$ cat src/rtl/wb_pkg.sv
// Shared types for the write-back stage: result-source select, FSM states,
// RISC-V load funct3 encodings and the load alignment rule.
package wb_pkg;

  typedef enum logic [1:0] {
    WB_ALU = 2'b00,
    WB_MEM = 2'b01,
    WB_PC4 = 2'b10,
    WB_IMM = 2'b11
  } wb_sel_e;

  typedef enum logic [0:0] {
    IDLE     = 1'b0,
    WAIT_MEM = 1'b1
  } wb_state_e;

  localparam logic [2:0] F3_LB  = 3'b000;
  localparam logic [2:0] F3_LH  = 3'b001;
  localparam logic [2:0] F3_LW  = 3'b010;
  localparam logic [2:0] F3_LD  = 3'b011;
  localparam logic [2:0] F3_LBU = 3'b100;
  localparam logic [2:0] F3_LHU = 3'b101;
  localparam logic [2:0] F3_LWU = 3'b110;

  // off is always three bits wide; narrower datapaths zero-extend their offset.
  function automatic logic is_misaligned(input logic [2:0] funct3, input logic [2:0] off);
    case (funct3)
      F3_LH, F3_LHU: return off[0];
      F3_LW, F3_LWU: return off[1:0] != 2'b00;
      F3_LD:         return off != 3'b000;
      default:       return 1'b0;
    endcase
  endfunction

endpackage

$ cat src/rtl/load_align.sv
// Combinational load formatter: extracts the addressed byte/half/word from the
// raw memory word, sign- or zero-extends it, and flags misaligned/illegal loads.
module load_align
  import wb_pkg::*;
#(
  parameter int XLEN = 32
) (
  input  logic [2:0]                  funct3,
  input  logic [$clog2(XLEN/8)-1:0]   byte_off,
  input  logic [XLEN-1:0]             raw_data,
  output logic [XLEN-1:0]             data,
  output logic                        err
);

  localparam int OFF_W = $clog2(XLEN/8);

  logic [XLEN-1:0] shifted;
  logic [2:0]      off3;
  logic            illegal;

  always_comb begin
    shifted = raw_data >> {byte_off, 3'b000};
    off3 = '0;
    off3[OFF_W-1:0] = byte_off;
    illegal = (funct3 == 3'b111) ||
              ((XLEN == 32) && ((funct3 == F3_LD) || (funct3 == F3_LWU)));
    err = illegal || is_misaligned(funct3, off3);

    // Fill with the sign bit first, then overwrite the payload bits.
    data = '0;
    case (funct3)
      F3_LB: begin
        data = {XLEN{shifted[7]}};
        data[7:0] = shifted[7:0];
      end
      F3_LBU: data[7:0] = shifted[7:0];
      F3_LH: begin
        data = {XLEN{shifted[15]}};
        data[15:0] = shifted[15:0];
      end
      F3_LHU: data[15:0] = shifted[15:0];
      F3_LW: begin
        data = {XLEN{shifted[31]}};
        data[31:0] = shifted[31:0];
      end
      F3_LWU: data[31:0] = shifted[31:0];
      F3_LD:  data = shifted;
      default: data = '0;
    endcase
  end

endmodule

$ cat src/rtl/write_back_unit.sv
// Write-back stage: picks the result source, waits for load data when needed,
// and drives the register-file write port plus a retired-instruction counter.
module write_back_unit
  import wb_pkg::*;
#(
  parameter int XLEN  = 32,
  parameter int CNT_W = 64
) (
  input  logic                        clk,
  input  logic                        rst_n,
  input  logic                        in_valid,
  output logic                        in_ready,
  input  logic                        in_reg_write,
  input  logic [4:0]                  in_rd,
  input  wb_sel_e                     in_wb_sel,
  input  logic [2:0]                  in_funct3,
  input  logic [$clog2(XLEN/8)-1:0]   in_byte_off,
  input  logic [XLEN-1:0]             in_alu_result,
  input  logic [XLEN-1:0]             in_pc_plus4,
  input  logic [XLEN-1:0]             in_imm,
  input  logic                        mem_rsp_valid,
  input  logic [XLEN-1:0]             mem_rsp_data,
  output logic                        rf_we,
  output logic [4:0]                  rf_waddr,
  output logic [XLEN-1:0]             rf_wdata,
  output logic                        misalign_err,
  output logic [CNT_W-1:0]            retire_count
);

  localparam int OFF_W = $clog2(XLEN/8);

  wb_state_e         state, state_next;
  logic              pend_reg_write;
  logic [4:0]        pend_rd;
  logic [2:0]        pend_funct3;
  logic [OFF_W-1:0]  pend_off;

  logic              accept;
  logic              latch_load;
  logic              wr_done;
  logic              ld_err;
  logic              wr_reg_write;
  logic [4:0]        wr_rd;
  logic [XLEN-1:0]   wr_data;
  logic [XLEN-1:0]   align_data;
  logic              align_err;

  assign in_ready = (state == IDLE);
  assign accept   = in_valid && in_ready;

  load_align #(.XLEN(XLEN)) u_align (
    .funct3   (pend_funct3),
    .byte_off (pend_off),
    .raw_data (mem_rsp_data),
    .data     (align_data),
    .err      (align_err)
  );

  always_ff @(posedge clk) begin
    if (!rst_n) state <= IDLE;
    else        state <= state_next;
  end

  // wr_done marks a completed instruction whose result updates the write port.
  always_comb begin
    state_next   = state;
    latch_load   = 1'b0;
    wr_done      = 1'b0;
    ld_err       = 1'b0;
    wr_reg_write = 1'b0;
    wr_rd        = '0;
    wr_data      = '0;
    case (state)
      IDLE: begin
        if (accept) begin
          if (in_wb_sel == WB_MEM) begin
            latch_load = 1'b1;
            state_next = WAIT_MEM;
          end else begin
            wr_done      = 1'b1;
            wr_reg_write = in_reg_write;
            wr_rd        = in_rd;
            case (in_wb_sel)
              WB_PC4:  wr_data = in_pc_plus4;
              WB_IMM:  wr_data = in_imm;
              default: wr_data = in_alu_result;
            endcase
          end
        end
      end
      WAIT_MEM: begin
        if (mem_rsp_valid) begin
          state_next = IDLE;
          if (align_err) begin
            ld_err = 1'b1;
          end else begin
            wr_done      = 1'b1;
            wr_reg_write = pend_reg_write;
            wr_rd        = pend_rd;
            wr_data      = align_data;
          end
        end
      end
      default: state_next = IDLE;
    endcase
  end

  // A faulting load still retires but leaves the write-port data untouched.
  always_ff @(posedge clk) begin
    if (!rst_n) begin
      rf_we          <= 1'b0;
      rf_waddr       <= '0;
      rf_wdata       <= '0;
      misalign_err   <= 1'b0;
      retire_count   <= '0;
      pend_reg_write <= 1'b0;
      pend_rd        <= '0;
      pend_funct3    <= '0;
      pend_off       <= '0;
    end else begin
      rf_we        <= wr_done && wr_reg_write && (wr_rd != 5'd0);
      misalign_err <= ld_err;
      if (wr_done) begin
        rf_waddr <= wr_rd;
        rf_wdata <= wr_data;
      end
      if (wr_done || ld_err) retire_count <= retire_count + CNT_W'(1);
      if (latch_load) begin
        pend_reg_write <= in_reg_write;
        pend_rd        <= in_rd;
        pend_funct3    <= in_funct3;
        pend_off       <= in_byte_off;
      end
    end
  end

endmodule
$ cat config.mk
export PLATFORM = sky130hd
export DESIGN_NAME = write_back_unit
export DESIGN_NICKNAME = d
export VERILOG_FILES = /design/src/rtl/wb_pkg.sv /design/src/rtl/load_align.sv /design/src/rtl/write_back_unit.sv
export SDC_FILE = /design/constraint.sdc
export NUM_CORES = 1
export LEC_CHECK = 0
export CORE_ASPECT_RATIO = 1.2
export CORE_MARGIN = 2
export CORE_UTILIZATION = 44
export CTS_CLUSTER_SIZE = 25
export DETAILED_ROUTE_END_ITERATION = 8
export PLACE_DENSITY = 0.82
export SLEW_MARGIN = 10
export SYNTH_ARGS = -nofsm -noshare
export SYNTH_HDL_FRONTEND = slang
export SYNTH_HIERARCHICAL = 1
export SYNTH_SLANG_ARGS = --single-unit
$ cat constraint.sdc
create_clock -name clk -period 2.53 [get_ports clk]
set_input_delay 0.506 -clock clk [delete_from_list [all_inputs] [get_ports clk]]
set_output_delay 0.506 -clock clk [all_outputs]
set_load 0.03 [all_outputs]
==> results of run 1 <==
[per-stage QoR]
step	setup TNS [ps]	setup slack, ps	std cells	util [%]	power (mW)
2_1_floorplan	0	32.2	798	-	2.38
3_3_place_gp	-1700	-164	1216	64.9	2.83
3_5_place_dp	-2240	-203	1216	64.9	2.84
4_1_cts	0	36.9	1248	69.0	5.16
5_1_grt	0	16.1	1248	69.0	5.33
6_report	0	154	1248	69.0	5.14
[layout make-up]
class	instances	area, um^2	area share (%)
Multi-Input combinational cell	614	3810	38.6
Timing Repair Buffer	298	2900	29.4
Sequential cell	115	2300	23.3
Inverter	14	53.8	0.546
Tap cell	175	219	2.22
Clock inverter	13	136	1.38
Clock buffer	19	443	4.49
[cell usage after synthesis, types with 10 or more instances]
library cell  number  area, um^2
a211oi_1          48         360
a21oi_1           60         300
a221oi_1          32         280
clkbuf_1          43         161
dfxtp_1          115        2300
inv_1             14        52.6
mux2i_1           49         490
nand2_1           74         278
nand3_1           21         105
nand4_1           27         169
nor2_1            98         368
nor2b_1           10        62.6
o21ai_0           24         120
o21ai_1           20         100
o31ai_1           15         113
or3_1             26         163
or4_1             20         150
xor2_1            13         114
[placed cells by master (no fill, tap or decap), types with 4 or more instances in the layout]
cell type	count
a211oi_1	48
a21o_1	8
a21oi_1	60
a221oi_1	32
a22oi_1	6
and2_1	4
and3_1	5
and4_1	4
buf_12	4
buf_4	46
clkbuf_16	17
clkdlybuf4s50_1	246
clkinv_2	5
clkinvlp_4	4
dfxtp_1	115
inv_1	13
mux2i_1	49
nand2_1	74
nand2b_1	4
nand3_1	21
nand4_1	27
nor2_1	96
nor2b_1	10
nor3_1	7
o21ai_0	24
o21ai_1	20
o2bb2ai_1	8
o31ai_1	15
or3_1	26
or4_1	19
xnor2_1	8
xor2_1	13
[worst min-delay path: cells and delay by family, from the launching register on]
kind            cells  cell delay [ps]
compound gates      1               50
flops               1              310
simple gates        1               50
[worst paths after layout]
check	depth (start not counted)	start	end	slack, ps
hold reg to reg	2	rf_waddr[2]	rf_waddr[2]	450
hold / removal	2	rf_waddr[2]	rf_waddr[2]	450
setup reg to reg	5	retire_count[11]	retire_count[61]	150
setup / recovery	5	retire_count[11]	retire_count[61]	150
[metal layers]
layer	vias up	track usage [%]	wire length [um]
li1	3510	-	-
met5	-	0	0
met2	314	50.3	11000
met1	3380	31.5	8690
met3	53	7.80	1880
met4	0	12.5	782
[report_power, final]
| part | total (mW) | leakage (nW) | switching (mW) | internal [mW] |
|---|---|---|---|---|
| logic | 0.904 | 2.25 | 0.448 | 0.456 |
| registers | 1.91 | 0.934 | 0.0383 | 1.87 |
| clock network | 2.33 | 0.275 | 0.863 | 1.47 |
| total | 5.14 | 3.46 | 1.35 | 3.79 |
[state kept, by name, summed over array words and instances, names as in the netlist]
signal and cells:
pend_funct3 3, retire_count 64, misalign_err 1, rf_we 1, rf_waddr 5, rf_wdata 32, pend_off 2, pend_reg_write 1
pend_rd 5, state 1
[cells by family (layout without fill, tap and decap cells)]
logic type | Yosys count | count (layout) | share of synthesized area, %
adder cells (fa/ha/maj) | 1 | 1 | 0.196
AO/OA/AOI/OAI | 228 | 228 | 24.0
XOR/XNOR | 21 | 21 | 2.89
flip-flops | 115 | 115 | 36.1
AND/OR/NAND/NOR | 314 | 314 | 24.6
buffers and inverters | 69 | 344 | 4.28
multiplexers | 50 | 50 | 7.93
[what timing repair did]
item	CTS	global route
setup endpoints to repair	0	13
hold endpoints to repair	0	0
resized for setup	0	1
==> results.txt, run 1 <==
----------------------------------------------------
[Status]
  Run status ... finished clean

[Synth]
  Gate count after technology mapping ... 798
  Post-synthesis async set-or-reset flop share ... 0%
  Number of distinct library cells after synthesis ... 46
  Number of enable flip-flop cells after synthesis ... 0
  Synth Warn # ... 6
  Sequential fraction of the synthesis area ... 36.1%
  Post-synthesis register bit count ... 115
  Post-synthesis average cell area ... 7.99 um^2
  Syn nets ... 944
  Prevailing post-synth register cell ... dfxtp_1
  Mapped cell area ... 6370 um^2

[Drt]
  Count of vias placed by the detailed router ... 7257
  Antenna Nets Post-Route ... 0
  Drt first-iter violations ... 439
  Total wire length ... 22400 um
  Detailed-routing iteration count for the pre-antenna-repair pass ... 5
  Post-detailed-route DRC marker count ... 0
  Vias per cell ... 5.81
  Detailed-route wire length per cell ... 17.9 um

[Critical path]
  Number of buffer and inverter instances along the worst setup path ... 0
  Type of the worst setup path ... reg -> reg
  Startpoint type of the worst setup path ... flip-flop
  Critical path's top delay family ... simple AND/OR/NAND/NOR gates
  Arr. time, crit path ... 2700 ps
  Worst EP required ... 2860 ps
  Critical path peak fanout ... 7
  CP cell instances ... nand4_2 -> or4_1 -> or4_4 -> or4_1 -> a21oi_1
  Slowest cell on the critical path ... or4_1
  Most common cell type on the critical path ... or4_1
  Element type at the critical path end ... flip-flop
  Maximum single-stage delay on the critical path ... 560 ps

[Timing]
  Fmax achieved ... 0.421 GHz
  Post-route clock period utilization ... 93.9%
  Slew at the pin with the worst max-slew slack ... 621 ps
  Final max-slew violation count ... 0
  Tightest slew margin relative to the limit ... 58.6%
  Final setup vio count ... 0
  Hold violation count in the final report ... 0
  Unrepaired setup endpoints after global routing ... no
  Post-Route Hold Slack ... 454 ps
  Final period demand of the worst path ... 2380 ps
  Final clock skew ... 8.53 ps

[Power and ir drop]
  Power Density ... 521 nW/um^2
  Largest voltage drop on the vdd net ... 0.354 mV
  Leakage power figure ... 3.46 nW

[CTS]
  Clock Sinks ... 115
  Deepest level of the CTS H-tree ... 4
  Buffer levels on the longest clock path ... 2
  Post-CTS clock slew at the launch and capture registers of the worst setup and hold paths ... 50 ps
  TritonCTS buffer count ... 17
  Buffers inserted by post-CTS timing repair ... 0
  Cts-stage hold buffer count ... 0
  Clock insertion delay at the later pin of the skew report ... 410 ps
  Clock tree root buffer cell ... clkbuf_16
  Clock tree from TritonCTS ... yes

[Layout]
  Syn-to-layout area delta ... 54.7%
  Post-route design area ... 9860 um^2
  Share of post-route cells with drive strength above 1 ... 9.04%
  Fill cell count ... 1168
  Diodes inserted ... 0
  Number of nets in the final layout ... 1206

[Die]
  Standard cell core area ... 14300 um^2
  Starting Density ... 44.6%
  Row cnt ... 48
  I/O Pins ... 249
  Die height ... 136 um
  DIE AREA ... 15500 um^2
  Die Span X ... 114 um

[Placement]
  Placement Cell Area ... 9280 um^2
  Weighted congestion reported at the end of routability-driven placement ... 0.923
  Number of port buffers ... 248
  DP HPWL ... 16400 um

[GRT]
  Total GRT Usage ... 28.3%
  Via count of the first global-routing pass ... 6921
  Overflow after GRT ... 0
  Wire length of the first global-routing pass ... 34700 um
  Largest net degree at the start of global routing ... 65
  Initial antenna violation count ... 0

[Min path]
  Path class of the lowest-slack min-delay path ... reg -> reg

[Job]
  Maximum capacitance violations ... 0

----------------------------------------------------
No activity file was read; power rests on OpenSTA's default activity.
==> inputs of run 2 (changes only) <==
- ABC_CLOCK_PERIOD_IN_PS: unset -> 2530
- SKIP_LAST_GASP: unset -> 1
==> results of run 2 <==
The final DEF is identical to that of run 1; final timing and power are the same.
==> inputs of run 3 (changes only) <==
- TNS_END_PERCENT: unset -> 30
==> results of run 3 <==
The final DEF is identical to that of run 1; final timing and power are the same.
